File: src/rtl/freelist_nway.sv
// freelist_nway -- physical-register free list for an R10K-style rename stage.
//
// A circular FIFO of free physical tags. Up to WAYS destination tags leave
// from the head each cycle (all-or-nothing), and up to WAYS retired Told tags
// re-enter at the tail. NUM_CKPT head snapshots let a branch mispredict restore
// the head in one cycle. Pointers carry one extra wrap bit, so
// count = tail - head covers 0..DEPTH.
//
// Optional build macro: FREELIST_DUPCHK_EN
//   Adds a NUM_PREG-bit residency bitmap. A free of a tag that is already in
//   the list is dropped and sets the sticky dup_err output.
//
// Ports
//   clock, reset   rising-edge clock, asynchronous active-high reset
//   alloc_req      per-lane request for a destination tag (lane 0 = oldest)
//   alloc_tag      per-lane tag, lane i at [i*PREG_W +: PREG_W]; ZERO_TAG if idle
//   alloc_gnt      every requesting lane was granted this cycle
//   free_en        per-lane retire with a Told to return
//   free_tag       per-lane Told tag
//   ckpt_save      snapshot the post-allocation head into slot ckpt_id
//   recover_en     restore head from slot recover_id (allocation blocked)
//   free_count     entries currently held (0..DEPTH)
//   empty          free_count == 0
//   overflow_err   sticky: a return was dropped because the list was full
//   dup_err        (FREELIST_DUPCHK_EN only) sticky: duplicate free dropped
module freelist_nway #(
   parameter int WAYS     = 2,
   parameter int NUM_PREG = 64,
   parameter int NUM_AREG = 32,
   parameter int NUM_CKPT = 4,
   parameter int ZERO_TAG = 31,
   localparam int PREG_W  = $clog2(NUM_PREG),
   localparam int DEPTH   = NUM_PREG - NUM_AREG,
   localparam int IDX_W   = $clog2(DEPTH),
   localparam int PTR_W   = IDX_W + 1,
   localparam int CK_W    = $clog2(NUM_CKPT)
) (
   input  logic                   clock,
   input  logic                   reset,
   input  logic [WAYS-1:0]        alloc_req,
   output logic [WAYS*PREG_W-1:0] alloc_tag,
   output logic                   alloc_gnt,
   input  logic [WAYS-1:0]        free_en,
   input  logic [WAYS*PREG_W-1:0] free_tag,
   input  logic                   ckpt_save,
   input  logic [CK_W-1:0]        ckpt_id,
   input  logic                   recover_en,
   input  logic [CK_W-1:0]        recover_id,
   output logic [PREG_W-1:0]      free_count,
   output logic                   empty,
   output logic                   overflow_err
`ifdef FREELIST_DUPCHK_EN
   ,
   output logic                   dup_err
`endif
);

   typedef logic [PTR_W-1:0] ptr_t;

   ptr_t                         head_q, tail_q;
   ptr_t                         count, n_req, n_gnt, head_alloc, room, m_acc;
   ptr_t                         ckpt_q [NUM_CKPT];
   logic [PREG_W-1:0]            entry_q [DEPTH];
   logic                         gnt, drop, ovf_q;
   logic [WAYS-1:0][PREG_W-1:0]  tag_lane, ftag_lane;
   logic [WAYS-1:0]              wr_en;
   logic [WAYS-1:0][IDX_W-1:0]   wr_idx;
   logic                         take;

`ifdef FREELIST_DUPCHK_EN
   logic [NUM_PREG-1:0]          in_list_q;
   logic                         dup_hit, dup_q;
   ptr_t                         rec_span;
`endif

   assign count     = tail_q - head_q;
   assign ftag_lane = free_tag;

   // Requesting lanes are compacted in lane order: the k-th requester reads
   // entry[head+k]. Tags are presented even when the grant fails.
   always_comb begin
      n_req    = '0;
      tag_lane = '0;
      for (int i = 0; i < WAYS; i++) begin
         tag_lane[i] = PREG_W'(ZERO_TAG);
         if (alloc_req[i]) begin
            tag_lane[i] = entry_q[IDX_W'(head_q + n_req)];
            n_req       = n_req + PTR_W'(1);
         end
      end
   end

   assign gnt        = ~reset & ~recover_en & (n_req <= count);
   assign n_gnt      = gnt ? n_req : '0;
   assign head_alloc = head_q + n_gnt;
   // Space left after this cycle's grant; returns beyond it are dropped.
   assign room       = PTR_W'(DEPTH) - (count - n_gnt);

   // Returning lanes (excluding the zero register) are compacted at the tail.
   always_comb begin
      m_acc  = '0;
      drop   = 1'b0;
      wr_en  = '0;
      wr_idx = '0;
      take   = 1'b0;
`ifdef FREELIST_DUPCHK_EN
      dup_hit = 1'b0;
`endif
      for (int i = 0; i < WAYS; i++) begin
         take = free_en[i] && (ftag_lane[i] != PREG_W'(ZERO_TAG));
`ifdef FREELIST_DUPCHK_EN
         // Already resident, or already accepted from an older lane this cycle.
         if (take && in_list_q[ftag_lane[i]]) begin
            take    = 1'b0;
            dup_hit = 1'b1;
         end
         for (int j = 0; j < i; j++) begin
            if (take && wr_en[j] && (ftag_lane[j] == ftag_lane[i])) begin
               take    = 1'b0;
               dup_hit = 1'b1;
            end
         end
`endif
         if (take) begin
            if (m_acc < room) begin
               wr_en[i]  = 1'b1;
               wr_idx[i] = IDX_W'(tail_q + m_acc);
               m_acc     = m_acc + PTR_W'(1);
            end else begin
               drop = 1'b1;
            end
         end
      end
   end

   always_ff @(posedge clock or posedge reset) begin
      if (reset) begin
         head_q <= '0;
         tail_q <= PTR_W'(DEPTH);
         for (int i = 0; i < DEPTH; i++) entry_q[i] <= PREG_W'(NUM_AREG + i);
         for (int c = 0; c < NUM_CKPT; c++) ckpt_q[c] <= '0;
         ovf_q  <= 1'b0;
      end else begin
         head_q <= recover_en ? ckpt_q[recover_id] : head_alloc;
         tail_q <= tail_q + m_acc;
         for (int i = 0; i < WAYS; i++) begin
            if (wr_en[i]) entry_q[wr_idx[i]] <= ftag_lane[i];
         end
         // A save in a recovery cycle would capture a squashed head; ignore it.
         if (ckpt_save && !recover_en) ckpt_q[ckpt_id] <= head_alloc;
         if (drop) ovf_q <= 1'b1;
      end
   end

`ifdef FREELIST_DUPCHK_EN
   // Tags handed out since the restored checkpoint are back in the list.
   assign rec_span = head_q - ckpt_q[recover_id];

   always_ff @(posedge clock or posedge reset) begin
      if (reset) begin
         for (int t = 0; t < NUM_PREG; t++) in_list_q[t] <= (t >= NUM_AREG);
         dup_q <= 1'b0;
      end else begin
         if (gnt) begin
            for (int i = 0; i < WAYS; i++) begin
               if (alloc_req[i]) in_list_q[tag_lane[i]] <= 1'b0;
            end
         end
         if (recover_en) begin
            for (int d = 0; d < DEPTH; d++) begin
               if (PTR_W'(d) < rec_span)
                  in_list_q[entry_q[IDX_W'(ckpt_q[recover_id] + PTR_W'(d))]] <= 1'b1;
            end
         end
         for (int i = 0; i < WAYS; i++) begin
            if (wr_en[i]) in_list_q[ftag_lane[i]] <= 1'b1;
         end
         if (dup_hit) dup_q <= 1'b1;
      end
   end

   assign dup_err = dup_q;
`endif

   assign alloc_tag    = tag_lane;
   assign alloc_gnt    = gnt;
   assign free_count   = PREG_W'(count);
   assign empty        = (count == '0);
   assign overflow_err = ovf_q;

endmodule
File: config.mk
export PLATFORM = sky130hd
export DESIGN_NAME = freelist_nway
export DESIGN_NICKNAME = d
export VERILOG_FILES = /design/src/rtl/freelist_nway.sv
export SDC_FILE = /design/constraint.sdc
export NUM_CORES = 1
export LEC_CHECK = 0
export ABC_AREA = 1
export CAP_MARGIN = 0
export CELL_PAD_IN_SITES_DETAIL_PLACEMENT = 0
export CELL_PAD_IN_SITES_GLOBAL_PLACEMENT = 1
export CORE_MARGIN = 5
export CORE_UTILIZATION = 47
export CTS_BUF_LIST = sky130_fd_sc_hd__clkbuf_8 sky130_fd_sc_hd__clkbuf_16
export DETAILED_ROUTE_END_ITERATION = 16
export DONT_BUFFER_PORTS = 1
export PLACE_DENSITY = 0.86
export SLEW_MARGIN = 25
export SYNTH_ARGS = -nofsm -noshare
export SYNTH_HDL_FRONTEND = slang
export SYNTH_SLANG_ARGS = --single-unit
File: constraint.sdc
create_clock -name clock -period 10.99 [get_ports clock]
set_input_delay 2.198 -clock clock [delete_from_list [all_inputs] [get_ports clock]]
set_output_delay 2.198 -clock clock [all_outputs]
set_load 0.05 [all_outputs]
Word level (Yosys, flattened, before mapping) --
Cells that the tools add are included.
Cells by class: add/subtract/negate cells 9, $lt $le $gt $ge 12, eq/ne operators 2, multiplexer cells 42, bitwise logic cells 10, reduce and logical (&&, ||, !) cells 8
Operators with widths (number):
- 192-bit bitwise mux | 2
- 192-bit 2-to-1 mux | 2
- 6-bit 2-to-1 mux | 16
- 6-bit binary-select mux with 5-bit select | 2
- 6-bit demux with 5-bit select | 2
- 24-bit bitwise mux | 1
- 6-bit >= comparator, second input constant | 4
- 5-bit NOT with 6-bit output | 4
- 5-bit 2-to-1 mux | 4
- 6-bit by 1-bit adder with 6-bit output, second input constant | 2
- 6-bit adder | 2
- 6-bit binary-select mux with 2-bit select | 1
- 6-bit demux with 2-bit select | 1
- 6-bit by 1-bit less-than comparator with 1-bit output, second input constant | 2
- 6-bit by 5-bit != test with 1-bit output, second input constant | 2
- 6-bit subtractor | 2
- 1-bit 2-to-1 mux | 11
- 5-bit adder | 2
- 3-bit >= comparator, second input constant | 2
- 6-bit <= comparator | 1
- 1-bit logical AND | 6
- 6-bit zero test | 1
- 1-bit by 6-bit less-than comparator with 1-bit output, first input constant | 1
- 6-bit less-than comparator | 1
- 6 further kinds | 9
Word-level totals: flip-flop bits (word level) 229, input port bits 24, word-level logic and storage cells 122

Logic depth before layout (Yosys ltp) --
Gate-level depths: netlist of the first run.
depth in word-level cells 21, gate-level depth with buffers 37, depth with buffers taken out 34

Least setup slack after synthesis of the first run --
OpenSTA, ideal clock, no wires.
path type input-to-reg, start point in reset, end point reg tail_q[4], setup time 79 ps, arrival time 10477 ps, setup slack 434 ps, cell stages on the path 22, cell sequence inv_1 > nand3_1 > inv_1 > nand2_1 > inv_1 > ha_1 > a21oi_1 > nor2_2 > nand3_1 > nand3_1 > nor2_2 > nand3_2 > nand2_2 > inv_2 > ha_1 > nand2_1 > o21ai_0 > ha_1 > inv_1 > fa_1 > nor3_1 > xor2_1
Between the ends: word-level cells in the longest chain between the ends 13
RTL lines:
- start: declaration | line 39 | input logic reset,
- 1-bit NOT (*) | line 93 | assign gnt = ~reset & ~recover_en & (n_req <= count);
- 1-bit AND (*) (2 in a row) | line 93
- net alloc_gnt | line 42 | output logic alloc_gnt,
- 6-bit 2-to-1 mux (*) | line 94 | assign n_gnt = gnt ? n_req : '0;
- 6-bit subtractor (*) (2 in a row) | line 97 | assign room = PTR_W'(DEPTH) - (count - n_gnt);
- 1-bit by 6-bit less-than comparator with 1-bit output | line 125 | if (m_acc < room) begin
- 1-bit 2-to-1 mux | line 125
- 1-bit 2-to-1 mux | line 124 | if (take) begin
- 6-bit by 1-bit adder with 6-bit output / 6-bit less-than comparator (equally long branches) | line 128, 125
- 6-bit 2-to-1 mux | line 125
- 6-bit 2-to-1 mux (*) | line 124
- 6-bit adder (*) | line 145 | tail_q <= tail_q + m_acc;
- end signal: assignment | line 139 | tail_q <= PTR_W'(DEPTH);
- end signal: assignment | line 145
- end: declaration | line 60 | ptr_t head_q, tail_q;
The timed path passes the listed nets; every way through them passes the cells marked *. A chain may end at the register's enable or synchronous reset.

Worst setup path after layout of the first run --
start point reg head_q[2], end point reg entry_q[148] in the netlist's numbering
Between the ends: word-level cells in the longest chain between the ends 19
RTL lines:
- start: declaration | line 60
- start signal: assignment | line 144 | head_q <= recover_en ? ckpt_q[recover_id] : head_alloc;
- 6-bit subtractor (*) | line 76 | assign count = tail_q - head_q;
- net free_count[3] | line 49 | output logic [PREG_W-1:0] free_count,
- 6-bit <= comparator (*) | line 93
- 1-bit AND (*) | line 93
- net alloc_gnt | line 42
- 6-bit 2-to-1 mux (*) | line 94
- 6-bit subtractor (*) (2 in a row) | line 97
- 1-bit by 6-bit less-than comparator with 1-bit output | line 125
- [4 not listed]
- 5-bit 2-to-1 mux | line 124
- 5-bit NOT with 6-bit output (not written as such) | line 147 | if (wr_en[i]) entry_q[wr_idx[i]] <= ftag_lane[i];
- 6-bit >= comparator (not written as such) / 6-bit by 1-bit less-than comparator with 1-bit output (equally long branches) | line 147
- 1-bit logical AND (not written as such) | line 147
- 6-bit 2-to-1 mux (not written as such) | line 147
- 6-bit demux with 5-bit select | line 147
- 192-bit bitwise mux | line 147
- 192-bit 2-to-1 mux (*) | line 147
- end signal: indexed assignment | line 147
- end: declaration | line 63 | logic [PREG_W-1:0] entry_q [DEPTH];
Marked as above.

==> reports/qor.yml, run 1 <==
wl_per_cell_um: 23.49
cts_buffers: 28
clkSinkCount: 229
die_w_um: 197.2
ioPinCount: 45
vdd_drop_max_mv: 0.2072
row_count: 68
syn-cell-area_sq_um: 16470
netlist_instances: 2471
grt_setup_unrepaired: "no"
diodes: 0
ctsResizeCount: 0
design_area_sq_um: 17370
start_util_pct: 47.68
yosysTopAreaCell: "dfstp_2"
required_ns: 11.44
cts_root_buf: "clkbuf_16"
setup_slack_ns: 3.185
maxCapViolCount: 0
dieArea_sq_um: 38890
yosysTopAreaCellShare_pct: 18.03
worstSetupEndpointType: "flip-flop"
yosys_register_bits: 229
final_nets: 2364
setup_violations: 0
place_area_sq_um: 16480
via_per_inst: 6.373
fmax_mhz: 128.1
cpMostUsedCell: "nand2_1"
grt_pass1_vias: 16230
crit_fanout: 56
grtUsageTotal_pct: 32.62
fillCellCount: 3480
crit_path_start_kind: "flip-flop"
drive_gt1_share_pct: 10.64
yosys_warnings: 0
clk_latency_ns: 0.56
wirelength_um: 65670
dpl.cell_count: 2742
finalMaxSlewViolations: 0
cts_max_level: 1
finalHoldViolCount: 0
worstPathArrival_ns: 8.25
hold_ws_ns: 0.4700
core_area_sq_um: 34540
clk_pin_slew_ns: 0.06
dp_slack_ns: 3.415
worstHoldPathType: "reg -> reg"
synth_area_leaders: "dfstp_2 18%, dfrtp_1 18%, nand2_1 17%"
period_share_pct: 71.02
slowest_delay_ns: 1.04
worst_pin_slew_ns: 1.075
grt_antenna_before_repair: 1
grt_pass1_wl_um: 99780
portBuffers: 0
areaGrowthSynthToFinish_pct: 5.455
p_leak_nw: 7.715
drtPass1Iterations: 7
hpwl_um: 40440
grt_overflow: 0
syn_nets: 2517
seq_area_frac_synth_pct: 35.65
postCtsHoldBufs: 0
maxSlewHeadroom_pct: 28.36
syn_avg_cell_area_sq_um: 6.666
powerDensity_nw_per_um2: 300.5
cts_buffer_depth: 3
fin_crit_ns: 7.805
ys_types: 44
instances_no_fill: 2795
die-height_um: 197.2
cts_tree: "built"
path_class: "reg -> reg"
slowest_stage: "dfrtp_1"
ant_nets: 0
fin_tns_setup_ns: 0
status: "finished, final reports clean"
grt_max_degree: 110
fin_skew_ns: 0.01441
drc_errors: 0
gp_congestion: 0.9800
num_vias: 17810
post_cts_buffers: 0
first_iter_violations: 2499
==> cell usage in the layout, fill, tap and decap left out, types with 2 or more instances in the layout <==
| cell | n |
|---|---|
| nand2_1 | 755 |
| o21ai_0 | 467 |
| nor2_1 | 163 |
| nand4_1 | 156 |
| inv_1 | 119 |
| dfrtp_1 | 114 |
| dfstp_2 | 113 |
| nand3_1 | 96 |
| a21oi_1 | 92 |
| buf_4 | 32 |
| clkbuf_16 | 29 |
| o221ai_1 | 25 |
| o211ai_1 | 17 |
| o22ai_1 | 17 |
| ha_1 | 16 |
| nand4_2 | 15 |
| inv_2 | 12 |
| a31oi_1 | 11 |
| xor2_1 | 8 |
| nor2_4 | 8 |
| nand2_2 | 7 |
| nor3_1 | 6 |
| nor2_2 | 6 |
| clkinv_1 | 5 |
| xnor2_1 | 5 |
| or3b_2 | 5 |
| clkbuf_8 | 5 |
| nand3_2 | 4 |
| o21ai_1 | 4 |
| fa_1 | 4 |
| o31ai_1 | 2 |
| nor3_2 | 2 |
| o311ai_0 | 2 |
==> power by group <==
part / internal (mW) / switching [mW]
logic: 0.755 / 1.95
clock network: 0.504 / 0.381
registers: 1.31 / 0.324
total: 2.56 / 2.65
==> worst max-delay path, delay by kind of cell, from the launching register on <==
| kind | cells | cell delay (ns) |
|---|---|---|
| adders and majority gates | 3 | 1.20 |
| buffers and inverters | 7 | 2.61 |
| and+or+nand+nor | 19 | 2.48 |
| AOI/OAI and AO/OA | 1 | 0.14 |
| xor gates and xnor gates | 1 | 0.17 |
| DFF | 1 | 1.04 |
==> per-stage QoR <==
step / utilization [%] / power [mW]
global route: 50.28 / 5.543
floorplan: - / 3.478
CTS: 50.21 / 5.131
detailed placement: 47.71 / 4.238
finish: 50.28 / 5.219
global placement: 47.62 / 4.180
==> final timing paths <==
check	startpoint	endpoint	slack, ns	cells past startpoint
min in group asynchronous	reset	ckpt_q[18]$_DFFE_PP0P_	1.62	1
hold / removal	ckpt_q[8]$_DFFE_PP0P_	ckpt_q[8]$_DFFE_PP0P_	0.47	2
setup / recovery	head_q[2]$_DFF_PP0_	entry_q[148]$_DFF_PP0_	3.19	31
hold reg to reg	ckpt_q[8]$_DFFE_PP0P_	ckpt_q[8]$_DFFE_PP0P_	0.47	2
max in group asynchronous	reset	entry_q[176]$_DFF_PP0_	7.13	3
setup reg to reg	head_q[2]$_DFF_PP0_	entry_q[148]$_DFF_PP0_	3.19	31
==> cells in the mapped netlist (all sizes together) <==
library cell,n
a221o,1
xor2,9
o221ai,25
o31ai,2
nand3,101
inv,118
a31oi,11
nor2,177
xnor2,5
clkinv,2
nand2,762
o311ai,2
clkbuf,158
and2,1
nor3,8
o2111ai,1
or2,1
o211ai,17
dfstp,113
buf,59
o21ai,471
a21boi,1
a21oi,92
ha,18
a41oi,1
or3b,6
dfrtp,116
fa,4
o22ai,17
nand4,171
o21a,1
==> logic make-up after synthesis <==
kind of cell | after synthesis | synth area share (%)
AOI/OAI and AO/OA | 642 | 20.73
xor gates and xnor gates | 14 | 0.7445
adders and majority gates | 22 | 1.854
buffers and inverters | 337 | 8.303
DFF | 229 | 35.65
and+or+nand+nor | 1227 | 32.72
==> cell type report <==
type                            instances  area, sq um  share of cell area [%]
Clock buffer                           34        794.5                   4.574
Clock inverter                         18        68.82                  0.3962
Inverter                              120        457.9                   2.637
Multi-Input combinational cell       1905         9314                   53.62
Sequential cell                       229         5877                   33.84
Tap cell                              455        569.3                   3.278
Timing Repair Buffer                   34        287.8                   1.657
==> sequential cells by signal, summed over array words and instances (netlist names) <==
signal        cells
head_q            6
tail_q            6
ckpt_q           24
overflow_err      1
entry_q         192
==> routing by layer <==
| layer | track usage, % | vias up | wire length (um) |
|---|---|---|---|
| li1 | - | 8071 | - |
| met5 | 0 | - | 19 |
| met1 | 45.17 | 8304 | 25960 |
| met4 | 15.79 | 2 | 3963 |
| met2 | 49.36 | 1169 | 28430 |
| met3 | 5.970 | 266 | 7294 |
Power figures use the tool's default switching activity.
==> run 2, diff against run 1 <==
- clock period: 10.99 -> 8 ns (I/O delays scaled with it)
==> run 2 against run 1 <==
Net effect:
- sequential power rose by 35%
- critical endpoint is now entry_q[61]$_DFF_PP0_
- wire length fell by 0.93%
- die area did not move
- clock-buffer cell count rose by 4
==> reports/qor.yml, run 2 (same netlist as run 1, synthesis figures left out) <==
status: "finished, final reports clean"
areaGrowthSynthToFinish_pct: 7.285
slowest_delay_ns: 0.60  # -0.44 ns
first_iter_violations: 2551  # +2.1%
clk_latency_ns: 0.56  # about the same
powerDensity_nw_per_um2: 419.6  # +40%
dieArea_sq_um: 38890  # unchanged
swShare_pct: 49.26  # -1.6 points
worstPathArrival_ns: 6.96  # -1.29 ns
fin_crit_ns: 6.516  # -1.289 ns
worst-path-buf-inv: 6  # -1
clkSinkCount: 229  # unchanged
drive_gt1_share_pct: 11.52  # +0.88 points
finalMaxSlewViolations: 0  # unchanged
gp_congestion: 0.9163  # -6.5%
crit_path_start_kind: "flip-flop"
path_class: "reg -> reg"
dp_slack_ns: 1.544  # -1.871 ns
p_int_mw: 3.762  # +47%
start_util_pct: 47.68  # unchanged
cts_root_buf: "clkbuf_16"
cpMostUsedCell: "nand2_1"
num_vias: 17750  # -0.35%
setup_violations: 0  # unchanged
core_area_sq_um: 34540  # unchanged
fin_tns_setup_ns: 0  # unchanged
ant_nets: 0  # unchanged
wl_per_cell_um: 23.18  # -1.4%
maxSlewHeadroom_pct: 24.72  # -3.6 points
cts_max_level: 1  # unchanged
drc_errors: 0  # unchanged
portBuffers: 0  # unchanged
via_per_inst: 6.323  # -0.77%
diodes: 0  # unchanged
ioPinCount: 45  # unchanged
finalHoldViolCount: 0  # unchanged
final_nets: 2376  # +0.51%
multi_input_area_sq_um: 9305  # about the same
largest_reg_flops: 192  # unchanged
period_share_pct: 81.45  # +10 points
hold_ws_ns: 0.4802  # +0.01022 ns
fmax_mhz: 153.5  # +20%
clk_pin_slew_ns: 0.06  # about the same
grtUsageTotal_pct: 32.28  # -0.33 points
grt_antenna_before_repair: 0  # -1
fin_skew_ns: 0.01323  # -0.001181 ns
crit_fanout: 28  # -50%
ctsResizeCount: 0  # unchanged
wirelength_um: 65060  # -0.93%
top_regs: "entry_q x192, ckpt_q x24"
vdd_drop_max_mv: 0.2016  # -2.7%
required_ns: 8.45  # -2.99 ns
maxCapViolCount: 0  # unchanged
worstHoldPathType: "reg -> reg"
grt_overflow: 0  # unchanged
setup_slack_ns: 1.484  # -1.701 ns
layout_commonest_cell: "nand2_1"
die_w_um: 197.2  # unchanged
grt_pass1_vias: 16490  # +1.6%
p_leak_nw: 7.839  # +1.6%
grt_max_degree: 154  # +40%
slowest_stage: "nor2_4"
grt_pass1_wl_um: 99770  # about the same
pwr-share-seq_pct: 29.7  # -1.5 points
cts_tree: "built"
largest-register: "entry_q"
power_frac_clock_pct: 19.5  # +2.5 points
die-height_um: 197.2  # unchanged
post_cts_buffers: 0  # unchanged
p_switching_mw: 3.653  # +38%
final_cell_mix: "755 x nand2_1, 467 x o21ai_0, 163 x nor2_1"
row_count: 68  # unchanged
comb_power_share_pct: 50.8  # -1.0 points
regArea_sq_um: 5877  # unchanged
worstSetupEndpointType: "flip-flop"
cts_buffers: 28  # unchanged
drtPass1Iterations: 6  # -1
cts_buffer_depth: 3  # unchanged
fillCellCount: 3460  # -0.57%
grt_setup_unrepaired: "no"
cpLargestDelayFamily: "simple AND/OR/NAND/NOR gates"
hpwl_um: 40180  # -0.64%
postCtsHoldBufs: 0  # unchanged
worst_pin_slew_ns: 1.128  # +0.05328 ns
==> run 2: cell count changes in the layout (fill, tap and decap cells not counted), moves of 2 or more <==
cell / delta
buf_4: +9
buf_12: +2
inv_1: -9
clkinv_1: -2
clkbuf_8: +4
bufinv_16: +5
clkinv_2: +2
==> run 2: through the flow <==
| stage | area [sq um] | total power, mW | cells | util, % |
|---|---|---|---|---|
| finish | 17670 | 7.415 | 2807 | 51.16 |
| global route | 17670 | 7.887 | 2807 | 51.16 |
| CTS | 17640 | 7.311 | 2806 | 51.08 |
| detailed placement | 16600 | 5.845 | 2754 | 48.06 |
| global placement | 16570 | 5.770 | 2753 | 47.98 |
| floorplan | 16470 | 4.779 | 2471 | - |
==> run 2: power by group through the flow <==
stage / Combinational [mW] / Clock, mW / Sequential, mW
detailed placement: 3.65 / 0 / 2.20
finish: 3.77 / 1.44 / 2.20
CTS: 3.67 / 1.45 / 2.19
global placement: 3.58 / 0 / 2.19
global route: 4.14 / 1.49 / 2.25
floorplan: 2.75 / 0 / 2.03
==> run 2: final timing paths <==
path	from	end	slack (ns)	depth (start not counted)
min in group asynchronous	reset	head_q[5]$_DFF_PP0_	0.88	1
setup reg to reg	head_q[2]$_DFF_PP0_	entry_q[61]$_DFF_PP0_	1.48	34
hold / removal	ckpt_q[8]$_DFFE_PP0P_	ckpt_q[8]$_DFFE_PP0P_	0.48	2
setup / recovery	head_q[2]$_DFF_PP0_	entry_q[61]$_DFF_PP0_	1.48	34
max in group asynchronous	reset	entry_q[109]$_DFF_PP0_	5.92	2
hold reg to reg	ckpt_q[8]$_DFFE_PP0P_	ckpt_q[8]$_DFFE_PP0P_	0.48	2
==> run 2: cell type report <==
cell class	instances	area share (%)
sequential	229	33.26
tap	455	3.222
inverter	120	2.570
clock inverter	14	1.090
timing repair buffer	46	2.393
clock buffer	38	4.808
multi-input combinational	1905	52.66
==> run 2: per-layer routing <==
layer / vias up / track usage, % / routed length [um]
met5: - / 0 / 0
met4: 0 / 15.74 / 3629
met3: 226 / 6.515 / 7000
met2: 1089 / 49.28 / 28710
met1: 8337 / 43.93 / 25720
li1: 8098 / - / -
==> run 2: tightest hold or removal path, stage by stage, from the launching register on <==
cell     delay (ns)
dfrtp_1        0.34
nand2_1        0.06
nand2_1        0.05
